===== src/rtl/water_level_matrix_driver.sv =====
// water_level_matrix_driver: column-scanned LED matrix image of a water tank.
// Walls on the outer columns, a level bar inside, full-matrix blink on sensor error.
`default_nettype none
`timescale 1ns/1ps

module water_level_matrix_driver #(
  parameter int ROWS      = 7,
  parameter int COLS      = 5,
  parameter int LEVEL_W   = 2,
  parameter int SCAN_DIV  = 1024,
  parameter int BLINK_DIV = 50
) (
  input  logic               clk,
  input  logic               reset_n,
  input  logic [LEVEL_W-1:0] level,
  input  logic               level_valid,
  input  logic               error,
  output logic [COLS-1:0]    col_sel,
  output logic [ROWS-1:0]    row_data,
  output logic               frame_start
);

  localparam int LEVELS = 2 ** LEVEL_W;
  localparam int SW     = $clog2(SCAN_DIV);
  localparam int CW     = $clog2(COLS);
  localparam int BW     = (BLINK_DIV > 1) ? $clog2(BLINK_DIV) : 1;
  localparam int PW     = LEVEL_W + $clog2(ROWS);

  localparam logic [SW-1:0] c_SCAN_LAST  = SW'(SCAN_DIV - 1);
  localparam logic [CW-1:0] c_COL_LAST   = CW'(COLS - 1);
  localparam logic [BW-1:0] c_BLINK_LAST = BW'(BLINK_DIV - 1);
  localparam logic [PW-1:0] c_ROW_SPAN   = PW'(ROWS - 1);
  localparam logic [PW-1:0] c_LVL_SPAN   = PW'(LEVELS - 1);

  logic [SW-1:0]      r_scan;
  logic [CW-1:0]      r_col;
  logic [LEVEL_W-1:0] r_pend_lvl;
  logic               r_pend_err;
  logic [LEVEL_W-1:0] r_disp_lvl;
  logic               r_disp_err;
  logic [BW-1:0]      r_blink_cnt;
  logic               r_blink_on;
  logic [COLS-1:0]    r_col_sel;
  logic [ROWS-1:0]    r_row_data;
  logic               r_frame_start;

  logic               w_scan_wrap;
  logic               w_boundary;
  logic [PW-1:0]      w_prod;
  logic [PW-1:0]      w_quot;
  logic [ROWS-1:0]    w_pattern;
  logic [COLS-1:0]    w_onehot;

  assign w_scan_wrap = (r_scan == c_SCAN_LAST);
  assign w_boundary  = w_scan_wrap && (r_col == c_COL_LAST);

  // Bar top row index q = floor(L*(ROWS-1)/(LEVELS-1)); rows 0..q are lit.
  assign w_prod   = PW'(r_disp_lvl) * c_ROW_SPAN;
  assign w_quot   = w_prod / c_LVL_SPAN;
  assign w_onehot = COLS'(1) << r_col;

  always_comb begin
    w_pattern = '0;
    if (r_disp_err) begin
      w_pattern = r_blink_on ? '1 : '0;
    end else if ((r_col == '0) || (r_col == c_COL_LAST)) begin
      w_pattern = '1;
    end else begin
      for (int r = 0; r < ROWS; r++) begin
        w_pattern[r] = (PW'(r) <= w_quot);
      end
    end
  end

  always_ff @(posedge clk or negedge reset_n) begin
    if (!reset_n) begin
      r_scan        <= '0;
      r_col         <= '0;
      r_pend_lvl    <= '0;
      r_pend_err    <= 1'b0;
      r_disp_lvl    <= '0;
      r_disp_err    <= 1'b0;
      r_blink_cnt   <= '0;
      r_blink_on    <= 1'b1;
      r_col_sel     <= '0;
      r_row_data    <= '0;
      r_frame_start <= 1'b0;
    end else begin
      if (w_scan_wrap) begin
        r_scan <= '0;
        r_col  <= (r_col == c_COL_LAST) ? '0 : r_col + CW'(1);
      end else begin
        r_scan <= r_scan + SW'(1);
      end

      // Displayed state only changes here, so a frame is never torn.
      if (w_boundary) begin
        r_disp_lvl <= r_pend_lvl;
        r_disp_err <= r_pend_err;
        if (r_pend_err && !r_disp_err) begin
          r_blink_cnt <= '0;
          r_blink_on  <= 1'b1;
        end else if (r_blink_cnt == c_BLINK_LAST) begin
          r_blink_cnt <= '0;
          r_blink_on  <= !r_blink_on;
        end else begin
          r_blink_cnt <= r_blink_cnt + BW'(1);
        end
      end

      if (level_valid) begin
        r_pend_lvl <= level;
        r_pend_err <= error;
      end

      r_col_sel     <= w_onehot;
      r_row_data    <= w_pattern;
      r_frame_start <= (r_col == '0) && !r_col_sel[0];
    end
  end

  assign col_sel     = r_col_sel;
  assign row_data    = r_row_data;
  assign frame_start = r_frame_start;

endmodule

`default_nettype wire

===== config.mk =====
export PLATFORM = sky130hd
export DESIGN_NAME = water_level_matrix_driver
export DESIGN_NICKNAME = d
export VERILOG_FILES = /design/src/rtl/water_level_matrix_driver.sv
export SDC_FILE = /design/constraint.sdc
export NUM_CORES = 1
export LEC_CHECK = 0
export ABC_CLOCK_PERIOD_IN_PS = 2650
export CAP_MARGIN = 10
export CORE_AREA = 3 3 66 68
export DETAILED_ROUTE_END_ITERATION = 10
export DIE_AREA = 0 0 69 71
export PLACE_DENSITY = 0.81
export SYNTH_ARGS = -nofsm -noshare
export SYNTH_HDL_FRONTEND = slang
export SYNTH_SLANG_ARGS = --single-unit

===== constraint.sdc =====
create_clock -name clk -period 2.65 [get_ports clk]
set_clock_uncertainty 0.1 [all_clocks]
set_input_delay 0.265 -clock clk [delete_from_list [all_inputs] [get_ports clk]]
set_output_delay 0.265 -clock clk [all_outputs]
set_load 0.02 [all_outputs]

==> Word-level counts from Yosys, hierarchy flattened <==
Cells that the tools add are included.
{ "classes": {"add_sub_neg": 3, "mul": 1, "div": 1, "magnitude_cmp": 7, "eq_ne": 3, "n_shift": 1, "mux": 9, "bitwise_logic": 0, "reduce_logical": 10} }
{ "op_table": {"columns": ["cell", "n"], "rows": [
  ["$mux W7", 3],
  ["$le A3 B5 Y1 const A", 3],
  ["$mux W6", 2],
  ["$add A10 B1 Y10 const B", 1],
  ["$eq A10 B10 Y1 const B", 1],
  ["$le A1 B5 Y1 const A", 2],
  ["$le A2 B5 Y1 const A", 2],
  ["$mux W10", 1],
  ["$add A6 B1 Y6 const B", 1],
  ["$eq A6 B6 Y1 const B", 1],
  ["$div A5 B2 Y5 const B", 1],
  ["$shl A1 B3 Y5 const A", 1],
  ["$mul A2 B2 Y4 const B", 1],
  ["$add A3 B1 Y3 const B", 1],
  ["$eq A3 B3 Y1 const B", 1],
  ["$logic_and A1 B1 Y1", 3],
  ["$logic_not A1 Y1", 3],
  ["$logic_not A3 Y1", 1],
  ["$mux W3", 1],
  ["$mux W1", 2],
  ["$reduce_and A2 Y1", 1],
  ["$reduce_bool A2 Y1", 1],
  ["$logic_or A1 B1 Y1", 1]
]} }
{ "totals": {"regBits": 39, "latch_bits": 0, "ram_bits": 0, "mem_bits_ro": 0, "inputBits": 6, "output_inout_bits": 13, "memories": 0} }

==> Logic depth before layout (Yosys ltp) <==
{ "depth": {"ltp_word": 5, "mapped_depth": 8, "mapped_depth_nobuf": 8} }

==> Least setup slack after synthesis <==
Ideal clock, no wire load.
{ "synth_path": {"path_kind": "register to register", "from": "register r_disp_lvl[0]", "to": "register r_row_data[3], in the netlist row_data[3]", "setup_time_ps": 145, "arrival_ps": 1716, "slack_ps": 688, "stages_incl_launch_ff": 9, "n_path_buf": 0, "synth_period_minus_slack_ps": 1962, "path_cell_list": "dfrtp_1 inv_1 ha_1 nor2_1 xnor2_1 ha_1 a21o_1 a221oi_1 a211oi_1"} }
{ "synth_between": {"elab_chain_cells": 5} }
{ "synth_lines": {"columns": ["item", "line", "text"], "rows": [
  ["from (decl)", "39", "logic [LEVEL_W-1:0] r_disp_lvl;"],
  ["from (signal assigned)", "98", "r_disp_lvl <= r_pend_lvl;"],
  ["$mul A2 B2 Y4", "58", "assign w_prod = PW'(r_disp_lvl) * c_ROW_SPAN;"],
  ["$div A5 B2 Y5", "59", "assign w_quot = w_prod / c_LVL_SPAN;"],
  ["$le A2 B5 Y1", "70", "w_pattern[r] = (PW'(r) <= w_quot);"],
  ["$mux W7", "66", "end else if ((r_col == '0) || (r_col == c_COL_LAST)) begin"],
  ["$mux W7", "64", "if (r_disp_err) begin"],
  ["via w_pattern[3]", "51", "logic [ROWS-1:0] w_pattern;"],
  ["to (signal assigned)", "117", "r_row_data <= w_pattern;"],
  ["to (decl)", "44", "logic [ROWS-1:0] r_row_data;"]
]} }
The timed path passes the listed nets, and every way through them passes these cells.
A chain may end at the register's enable or synchronous reset.

==> Worst setup path in the final report <==
Same ends and word-level chain as after synthesis.

==> summary.txt <==
Layout
  – Layout fillers: 353
  – Layout cells sized above 1: 10.64%
  – Diodes inserted: 0
  – Nets: 210
  – Area Growth Syn to Fin: 15.60%
  – Fin cells: 238
  – Combined area of the multi-input logic cells: 887.1 um2
  – Register Area: 927.1 um2

Critical path
  – Critical Path RT: 2.70 ns
  – Critical Path Sink Type: flip-flop
  – Slowest-stage cell, CP: dfrtp_1
  – Reg2reg setup slack: 0.49 ns
  – CP Class: reg2reg
  – FF-to-FF path depth: 8
  – Most frequent CP cell: ha_1
  – CP bufs+invs: 1
  – Worst R2R Start: r_disp_lvl[0]
  – RR Endpoint: row_data[3]
  – Worst setup SP type: flip-flop
  – WP data arrival: 2.21 ns
  – Critical Path Max Stage Delay: 0.49 ns
  – CP top delay family: compound AO/OA/AOI/OAI gates
  – Critical path peak fanout: 8
  – Critical path, cell by cell: inv_1, ha_1, nor2_1, xnor2_1, ha_1, a21o_1, a221oi_1, a211oi_1

Yosys
  – Synth top cells by count: dfrtp_1, ha_1, nand2_1
  – Synth Area in XOR/XNOR: 4.183%
  – Synth warn: 0
  – Mux contribution to synthesized area: 4.117%
  – Synth top area cells: dfrtp_1, ha_1, mux2_2
  – Unique cell type count in the Yosys netlist: 42
  – EDFF count, synth: 0
  – Post-Synth Simple-Gate Area: 17.00%
  – Post-synth ARST share: 100.0%
  – Mapped Cells: 167
  – FF+latch count, synth: 37
  – Synth top area share: 47.81%
  – Syn Nets: 190
  – Largest family of logic cells by synthesized area: simple AND/OR/NAND/NOR gates
  – Syn Std Cell Area: 0.001884 mm2
  – Adder-cell area share of the yosys netlist: 11.29%
  – Mapped Avg Cell Area: 11.28 um2
  – Post-synthesis sequential area ratio: 49.20%
  – Ys flop type: dfrtp_1
  – Most common cell in the synthesized netlist: dfrtp_1
  – Yosys top cell by area: dfrtp_1
  – Synth Area in Compound Gates: 10.49%

Detailed routing
  – Vias per Instance: 5.193
  – Routed WL: 3.041 mm
  – Antenna-violating nets left: 0
  – Via count: 1236
  – Iter 0 DRT Violations: 58
  – Detailed-route wire length per cell: 12.78 um
  – DRT Pass-1 Iters: 4
  – Post-route DRC violation count: 0

Floorplanning
  – Row count: 23
  – Die X: 69 um
  – # IOs: 19
  – Initial Utilization: 48.15%
  – Total core area: 0.003914 mm2
  – Die area: 0.004899 mm2
  – Die H: 71 um

Global route
  – Vias in the first global route: 1254
  – Initial antenna violation count: 0
  – GR Util All Layers: 14.50%
  – GR Overflow Total: 0
  – First-pass GRT wire length: 5.609 mm
  – Largest net degree at the start of global routing: 38

Clocking
  – Num CTS Buffers: 5
  – Total clock sinks: 37
  – CTS clk-pin slew, worst paths: 0.07 ns
  – Root Driver: clkbuf_8
  – H-tree levels: 2
  – Clk buf depth: 2
  – Clock latency on the worst-skew pair: 0.29 ns
  – CTS tree: yes
  – Post-cts sizing count: 0

STA
  – Worst Max-Slew Pin Slew: 0.7934 ns
  – Time the worst path needs with I/O delays and setup: 2.156 ns
  – Final worst-path cycle share: 81.35%
  – Max-slew violations: 0
  – Final setup fails: 0
  – Worst relative slew slack: 47.10%
  – Hold Vio Cnt, Final: 0
  – Setup TNS: 0 ns
  – F_max: 463.9 MHz
  – Minimum hold slack: 0.3378 ns
  – RSZ-0062 raised after global routing: no

Placement
  – # placed instances: 229
  – Detailed Place HPWL: 2.194 mm
  – IO buf count: 18
  – Final Wtd Congestion: 0.7558

Job
  – Max Cap Viol: 0

Power
  – P per Cell Area: 452.6 mW/mm2
  – Seq pwr share: 57.9%
  – Switching pwr: 0.0002199 W
  – Maximum vdd drop: 0.2675 mV
  – Combinational group share of total power: 3.4%
  – Clock share of power: 38.6%
  – Leakage: 0.9959 nW
  – Sw Share: 22.31%
  – Power Internal: 0.0007660 W

Outcome
  – Status: completed

Worst hold path
  – Hold Startpoint: col_sel[0]
  – Worst Hold End: frame_start
  – Hold path depth: 1
  – Min-delay worst type: reg2reg
-- repair_timing --
item | 4_1_cts | 5_1_grt
hold endpoints to repair | 36 | 0
setup buffers | 0 | 0
hold buffers | 1 | 0
-- flip-flops by register name, summed over array words and instances (netlist names) --
signal and cells:
r_col 3, r_pend_lvl 2, row_data 5, r_disp_err 1
col_sel 5, r_scan 10, r_blink_on 1, r_blink_cnt 6
frame_start 1, r_pend_err 1, r_disp_lvl 2
-- layout by cell type, fill, tap and decap left out, types with 2 or more instances in the layout --
| cell | synthesis | final |
|---|---|---|
| mux2_2 | 6 | 6 |
| nor2_1 | 10 | 10 |
| and2_1 | 2 | 2 |
| o31ai_1 | 3 | 3 |
| clkbuf_8 | 0 | 5 |
| nand2b_1 | 2 | 2 |
| nand2_1 | 11 | 11 |
| nand3_1 | 7 | 7 |
| a21o_1 | 2 | 2 |
| nor2b_1 | 7 | 7 |
| a211oi_1 | 2 | 2 |
| xnor2_1 | 6 | 6 |
| clkinv_2 | 0 | 2 |
| clkdlybuf4s50_1 | 0 | 17 |
| dfrtp_1 | 36 | 36 |
| ha_1 | 17 | 17 |
| o21ai_0 | 10 | 10 |
| nor4_1 | 2 | 2 |
| and3_1 | 4 | 4 |
| xor2_1 | 3 | 3 |
| inv_1 | 9 | 9 |
| o21bai_1 | 2 | 2 |
-- metal layers --
layer | vias to the layer above | part of all wire, % | GRT usage (%)
li1 | 616 | - | -
met1 | 588 | 46 | 17.63
met2 | 25 | 47 | 22.78
met3 | 7 | 4.7 | 6.250
met4 | 0 | 1.8 | 5.857
met5 | - | 0 | 0
-- how the worst max path moves through the flow --
| stage | from | depth (start not counted) | end |
|---|---|---|---|
| 6_report | r_disp_lvl[0] | 8 | row_data[3] |
| 5_1_grt | r_disp_lvl[0] | 8 | row_data[3] |
| 4_1_cts | r_disp_lvl[0] | 8 | row_data[3] |
| 3_5_place_dp | r_disp_lvl[0] | 8 | row_data[3] |
| 3_3_place_gp | r_disp_lvl[0] | 8 | row_data[3] |
| 2_1_floorplan | r_disp_lvl[0] | 8 | row_data[3] |
-- cell type report --
class | instances | area share [%]
clock inverters | 2 | 0.4595
well taps | 50 | 2.872
inverters | 9 | 1.551
flip-flops and latches | 37 | 42.56
multi-input cells | 115 | 40.72
repair buffers | 19 | 8.501
clock buffers | 6 | 3.331
-- cells by family after synthesis --
logic type | count (synthesis)
AOI/OAI and AO/OA | 27
and+or+nand+nor | 55
muxes | 7
xor gates and xnor gates | 9
adders and majority gates | 17
DFF | 37
buffers and inverters | 15
-- power groups by stage --
stage               clock, W  sequential (W)  combinational (W)
floorplan                  0        0.000582          0.0000127
global route        0.000418        0.000572          0.0000378
finish              0.000381        0.000571          0.0000338
detailed placement         0        0.000582          0.0000341
global placement           0        0.000582          0.0000335
CTS                 0.000392        0.000571          0.0000352
-- metrics by stage --
step                utilization, %  power [W]  setup slack (ns)  instance area [um2]
finish                       55.66  0.0009859            0.4943                 2178
global route                 55.66   0.001027            0.3024                 2178
CTS                          55.66  0.0009984            0.4996                 2178
detailed placement           53.29  0.0006164            0.5064                 2086
global placement             53.29  0.0006155            0.5789                 2086
floorplan                        -  0.0005943            0.6885                 1884
No activity file was read; power rests on OpenSTA's default activity.
